## src/rtl/seq_div_unit.sv

```systemverilog
// -----------------------------------------------------------------------------
// seq_div_unit
// Multi-cycle restoring divider for the HI/LO datapath. Produces the quotient
// (LO) and remainder (HI) of RegAOut / RegBOut, signed (truncating) or unsigned
// per operation. Normal latency is WIDTH+2 cycles from the start cycle; a zero
// divisor completes in one cycle with div0 raised.
//
// Optional feature macro: SEQ_DIV_EARLY_EXIT_EN
//   When defined, a start whose |dividend| < |divisor| (non-zero divisor)
//   completes in one cycle with LO = 0 and HI = dividend.
//
// Ports:
//   clock      in   rising-edge clock
//   reset      in   asynchronous active-high reset
//   RegAOut    in   dividend, sampled on the accepting edge
//   RegBOut    in   divisor, sampled on the accepting edge
//   divCtrl    in   start request, accepted only in IDLE
//   signedDiv  in   1 = signed divide, 0 = unsigned, sampled with operands
//   divBusy    out  high while iterating (RUN) and fixing signs (FIX)
//   divDone    out  one-cycle completion pulse
//   div0       out  divide-by-zero flag
//   DivHIOut   out  remainder
//   DivLOOut   out  quotient
// -----------------------------------------------------------------------------
module seq_div_unit #(
  parameter int WIDTH = 32
) (
  input  logic             clock,
  input  logic             reset,
  input  logic [WIDTH-1:0] RegAOut,
  input  logic [WIDTH-1:0] RegBOut,
  input  logic             divCtrl,
  input  logic             signedDiv,
  output logic             divBusy,
  output logic             divDone,
  output logic             div0,
  output logic [WIDTH-1:0] DivHIOut,
  output logic [WIDTH-1:0] DivLOOut
);

  localparam int CNT_W = $clog2(WIDTH + 1);

  typedef enum logic [1:0] {
    IDLE = 2'd0,
    RUN  = 2'd1,
    FIX  = 2'd2,
    DONE = 2'd3
  } state_t;

  state_t state_r;
  state_t state_nxt_s;

  // Two's-complement negation at operand width.
  function automatic logic [WIDTH-1:0] negate(input logic [WIDTH-1:0] v);
    return ~v + {{(WIDTH-1){1'b0}}, 1'b1};
  endfunction

  // Magnitude of an operand; MIN maps to itself, which is the correct
  // unsigned magnitude 2^(WIDTH-1).
  function automatic logic [WIDTH-1:0] magnitude(input logic [WIDTH-1:0] v,
                                                 input logic             is_signed);
    logic [WIDTH-1:0] m;
    if (is_signed && v[WIDTH-1]) begin
      m = negate(v);
    end else begin
      m = v;
    end
    return m;
  endfunction

  // Operand decode at the accepting edge
  logic             a_neg_s;
  logic             b_neg_s;
  logic [WIDTH-1:0] mag_a_s;
  logic [WIDTH-1:0] mag_b_s;
  logic             b_zero_s;
  logic             early_s;

  assign a_neg_s  = signedDiv & RegAOut[WIDTH-1];
  assign b_neg_s  = signedDiv & RegBOut[WIDTH-1];
  assign mag_a_s  = magnitude(RegAOut, signedDiv);
  assign mag_b_s  = magnitude(RegBOut, signedDiv);
  assign b_zero_s = (RegBOut == {WIDTH{1'b0}});

`ifdef SEQ_DIV_EARLY_EXIT_EN
  assign early_s = ~b_zero_s & (mag_a_s < mag_b_s);
`else
  assign early_s = 1'b0;
`endif

  // Iteration state. rem_r is WIDTH+1 bits so the shifted partial remainder
  // never overflows; quo_r starts as the dividend magnitude and is shifted
  // left, releasing a dividend bit at the top and taking a quotient bit in.
  logic [WIDTH:0]   rem_r;
  logic [WIDTH-1:0] quo_r;
  logic [WIDTH-1:0] dvs_r;
  logic [CNT_W-1:0] cnt_r;
  logic             neg_q_r;
  logic             neg_r_r;

  logic [WIDTH+1:0] shift_s;
  logic [WIDTH+1:0] diff_s;
  logic             fits_s;

  assign shift_s = {rem_r, quo_r[WIDTH-1]};
  assign diff_s  = shift_s - {2'b00, dvs_r};
  // Top bit set means the trial subtraction went negative (restore).
  assign fits_s  = ~diff_s[WIDTH+1];

  // Registered outputs
  logic             busy_r;
  logic             done_r;
  logic             div0_r;
  logic [WIDTH-1:0] hi_r;
  logic [WIDTH-1:0] lo_r;

  // FSM state register
  always_ff @(posedge clock or posedge reset) begin
    if (reset) begin
      state_r <= IDLE;
    end else begin
      state_r <= state_nxt_s;
    end
  end

  // FSM next-state logic
  always_comb begin
    state_nxt_s = state_r;
    case (state_r)
      IDLE: begin
        if (divCtrl) begin
          if (b_zero_s || early_s) begin
            state_nxt_s = DONE;
          end else begin
            state_nxt_s = RUN;
          end
        end else begin
          state_nxt_s = IDLE;
        end
      end
      RUN: begin
        if (cnt_r == CNT_W'(1)) begin
          state_nxt_s = FIX;
        end else begin
          state_nxt_s = RUN;
        end
      end
      FIX:     state_nxt_s = DONE;
      DONE:    state_nxt_s = IDLE;
      default: state_nxt_s = IDLE;
    endcase
  end

  // Handshake outputs registered from the next state so they track the FSM
  always_ff @(posedge clock or posedge reset) begin
    if (reset) begin
      busy_r <= 1'b0;
      done_r <= 1'b0;
    end else begin
      busy_r <= (state_nxt_s == RUN) || (state_nxt_s == FIX);
      done_r <= (state_nxt_s == DONE);
    end
  end

  // Divider datapath and result registers
  always_ff @(posedge clock or posedge reset) begin
    if (reset) begin
      rem_r   <= {(WIDTH+1){1'b0}};
      quo_r   <= {WIDTH{1'b0}};
      dvs_r   <= {WIDTH{1'b0}};
      cnt_r   <= {CNT_W{1'b0}};
      neg_q_r <= 1'b0;
      neg_r_r <= 1'b0;
      div0_r  <= 1'b0;
      hi_r    <= {WIDTH{1'b0}};
      lo_r    <= {WIDTH{1'b0}};
    end else begin
      case (state_r)
        IDLE: begin
          if (divCtrl) begin
            if (b_zero_s) begin
              div0_r <= 1'b1;
              hi_r   <= RegAOut;
              lo_r   <= {WIDTH{1'b1}};
            end else if (early_s) begin
              div0_r <= 1'b0;
              hi_r   <= RegAOut;
              lo_r   <= {WIDTH{1'b0}};
            end else begin
              div0_r  <= 1'b0;
              neg_q_r <= a_neg_s ^ b_neg_s;
              neg_r_r <= a_neg_s;
              rem_r   <= {(WIDTH+1){1'b0}};
              quo_r   <= mag_a_s;
              dvs_r   <= mag_b_s;
              cnt_r   <= CNT_W'(WIDTH);
            end
          end
        end
        RUN: begin
          if (fits_s) begin
            rem_r <= diff_s[WIDTH:0];
          end else begin
            rem_r <= shift_s[WIDTH:0];
          end
          quo_r <= {quo_r[WIDTH-2:0], fits_s};
          cnt_r <= cnt_r - CNT_W'(1);
        end
        FIX: begin
          // Truncating division: quotient sign is the XOR of operand signs,
          // remainder takes the dividend's sign.
          lo_r <= neg_q_r ? negate(quo_r) : quo_r;
          hi_r <= neg_r_r ? negate(rem_r[WIDTH-1:0]) : rem_r[WIDTH-1:0];
        end
        DONE: begin
          lo_r <= lo_r;
        end
        default: begin
          lo_r <= lo_r;
        end
      endcase
    end
  end

  assign divBusy  = busy_r;
  assign divDone  = done_r;
  assign div0     = div0_r;
  assign DivHIOut = hi_r;
  assign DivLOOut = lo_r;

endmodule

```

## config.mk

```make
export PLATFORM = sky130hd
export DESIGN_NAME = seq_div_unit
export DESIGN_NICKNAME = d
export VERILOG_FILES = /design/src/rtl/seq_div_unit.sv
export SDC_FILE = /design/constraint.sdc
export NUM_CORES = 1
export LEC_CHECK = 0
export ABC_AREA = 1
export CELL_PAD_IN_SITES_DETAIL_PLACEMENT = 1
export CELL_PAD_IN_SITES_GLOBAL_PLACEMENT = 2
export CORE_MARGIN = 3
export CORE_UTILIZATION = 34
export DETAILED_ROUTE_END_ITERATION = 10
export PLACE_DENSITY_LB_ADDON = 0.1
export RECOVER_POWER = 100
export SLEW_MARGIN = 20
export SYNTH_ARGS = -nofsm -noshare
export SYNTH_HDL_FRONTEND = slang
export SYNTH_SLANG_ARGS = --single-unit
```

## constraint.sdc

```tcl
create_clock -name clock -period 9.65 [get_ports clock]
set_input_delay 1.93 -clock clock [delete_from_list [all_inputs] [get_ports clock]]
set_output_delay 1.93 -clock clock [all_outputs]
set_load 0.01 [all_outputs]
```

==> impl_metrics.tcl <==
set metrics [dict create \
    cp.required_ns 9.96 \
    rows 73 \
    holdBufCountCts 0 \
    crit_type "input port to flop" \
    outcome "finished with violations" \
    worstSetupStartpointType "input port" \
    antenna-diode-count 0 \
    cts_made_buffers 17 \
    die_area_um2 43500 \
    io_buffers 134 \
    maxSlewViolCount 277 \
    syn_area_per_cell_um2 6.36 \
    ant_nets 0 \
    post_drt_wl_per_cell_um 19.5 \
    drive_above_1_share_pct 5.04 \
    yosysSeqAreaShare_pct 31.2 \
    pwr-share-clk_pct 11.6 \
    pin_count 135 \
    clock_sinks 174 \
    fin_area_um2 16200 \
    ys_ff_latch 174 \
    track_usage_pct 25.3 \
    worstMarginPinSlew_ns 4.65 \
    synth_area_leaders "dfrtp_1, nand2_1, nand3_1" \
    grt_max_degree 100 \
    drt_iter0_markers 781 \
    synth_area_um2 14000 \
    power_leakage_nw 8.07 \
    cp-end-kind "flop" \
    critical_path.max_fanout 61 \
    layout_common_cells "nand2_1, inv_1, nand3_1, nor2_1, dfrtp_1" \
    finalCritPeriodShare_pct 68.6 \
    design.core.area_um2 40100 \
    finalSetupViolations 0 \
    grt_pass1_wl_um 86000 \
    min_path_type "flop to flop" \
    num_vias 14300 \
    dieHeight_um 209 \
    ys_types 45 \
    wl_met3_um 1350 \
    yosysTopAreaCell "dfrtp_1" \
    timing.final.crit_period_ns 6.62 \
    num-nets-final 2396 \
    gp_congestion 0.854 \
    hpwlAfterDp_um 43800 \
    post_cts_resized 0 \
    drt_wl_total_um 55200 \
    rsz0062_at_grt "no" \
    fin_ws_ns 3.03 \
    clk_latency_ns 0.46 \
    max_cap_violations 4 \
    synth_top_area_share_pct 31.2 \
    stdcell_count 2826 \
    cts_setup_buffers 0 \
    antenna_found_initial 0 \
    final_core_utilization_pct 40.4 \
    peakVddDrop_mv 0.162 \
    sw_frac_of_total_pct 53.8 \
    place_area_um2 15700 \
    grt_pass1_vias 14800 \
    violations "capacitance limit, slew limit" \
    place_ws_ns 4.75 \
    htree_levels 4 \
    r2r_slack_ns 5.29 \
    start_util_pct 34.8 \
    syn2layout_area_growth_pct 16.1 \
    p_seq_share_pct 24.3 \
    met1Wirelength_um 25500 \
    root_buffer "clkbuf_16" \
    routed.top_layer "met4" \
    firstDrtPassIters 5 \
    routed-wl-met2_um 26600 \
    combPwrFrac_pct 64.2 \
    clk_pin_slew_ns 0.07 \
    drc_errors 0 \
    cts_max_path_buffers 2 \
    final_common_cell "nand2_1" \
    fin_skew_ns 0.0153 \
    cp.arrival_ns 6.92 \
    routed_via_density 5.07 \
    yosysWarnings 0 \
    die-width_um 209 \
    maxSlewHeadroom_pct -211 \
    tns_ns 0 \
    power_switching_w 0.00328 \
    cts_tree "built" \
    p_int_w 0.00282 \
    synth_cells 2196 \
    dp_cells 2794 \
    hold_violations 0 \
    timing.fmax_mhz 151 \
    overflow 0 \
    power_density_nw_per_um2 376 \
    syn_nets 2304 \
]
==> through the flow <==
stage                     hold WS (ns)  total power [W]
after floorplan                  0.449          0.00407
after global placement           0.469          0.00535
after detailed placement         0.471          0.00545
after CTS                        0.491          0.00618
after global routing             0.507          0.00671
final                            0.484          0.00610
==> final cells by class <==
type                    count  area, µm²
fillers                  5275      23900
multi-input cells        1610       7930
flip-flops and latches    174       4350
repair buffers            143       1410
inverters                 342       1290
well taps                 525        657
clock buffers              18        439
clock inverters            14        135
==> power by group through the flow <==
stage / Combinational [W] / Sequential, W / Clock (W)
3_3_place_gp: 0.00387 / 0.00148 / 0
2_1_floorplan: 0.00267 / 0.00140 / 0
4_1_cts: 0.00398 / 0.00148 / 0.000722
5_1_grt: 0.00444 / 0.00153 / 0.000751
3_5_place_dp: 0.00396 / 0.00149 / 0
6_report: 0.00391 / 0.00148 / 0.000704
==> critical path, stage by stage <==
cell and delay [ns]:
clkdlybuf4s50_1 0.52, nor2_1 0.23, nand2_1 0.08, nor2_1 0.17, nand2_1 0.07, nor3_1 0.31
nor2_1 0.09, nand2_2 0.06, clkbuf_1 1.98, inv_2 0.99, nand3b_1 0.33, o21ai_0 0.12
==> metal layers <==
| metal | vias to the layer above | GRT usage (%) |
|---|---|---|
| li1 | 7156 | - |
| met1 | 6935 | 33.5 |
| met2 | 185 | 43.2 |
| met3 | 64 | 2.76 |
| met4 | 0 | 8.41 |
| met5 | - | 0 |
==> final timing paths <==
| check | cells past startpoint | from | end |
|---|---|---|---|
| max | 12 | RegBOut[11] | dvs_r[14]$_DFFE_PP0P_ |
| min | 2 | DivHIOut[21]$_DFFE_PP0P_ | DivHIOut[21]$_DFFE_PP0P_ |
| max reg2reg | 6 | state_r[1]$_DFF_PP0_ | dvs_r[14]$_DFFE_PP0P_ |
| min reg2reg | 2 | DivHIOut[21]$_DFFE_PP0P_ | DivHIOut[21]$_DFFE_PP0P_ |
| max in group asynchronous | 3 | reset | dvs_r[26]$_DFFE_PP0P_ |
| min in group asynchronous | 2 | reset | DivHIOut[4]$_DFFE_PP0P_ |
==> cell usage after synthesis (all sizes together) <==
library cell,n
nand2,679
inv,339
nand3,268
nor2,210
dfrtp,174
o21ai,114
a21oi,68
xor2,44
buf,42
nor3,42
ha,39
nand4,34
clkbuf,28
o211ai,20
xnor2,17
or2,12
and2,10
o31ai,10
a22oi,9
nand3b,8
o221ai,7
o21a,5
and3,4
o22ai,4
clkinv,3
nor3b,2
a211o,1
fa,1
nor4,1
o21bai,1
==> flip-flops by register name, summed over array words and instances (netlist names) <==
register	flops
dvs_r	32
quo_r	32
div0	1
DivLOOut	32
cnt_r	6
neg_r_r	1
neg_q_r	1
rem_r	33
divDone	1
divBusy	1
DivHIOut	32
state_r	2
==> cell families (layout without fill, tap and decap cells) <==
kind of cell             count (synthesis)  in the layout  synth area share (%)
AO/OA/AOI/OAI                          239            239                  9.97
adder cells (fa/ha/maj)                 40             40                  3.64
XOR/XNOR                                61             61                  3.83
AND/OR/NAND/NOR                       1270           1270                  39.5
buffers and inverters                  412            517                  11.9
flip-flops                             174            174                  31.2
Power figures use the tool's default switching activity.
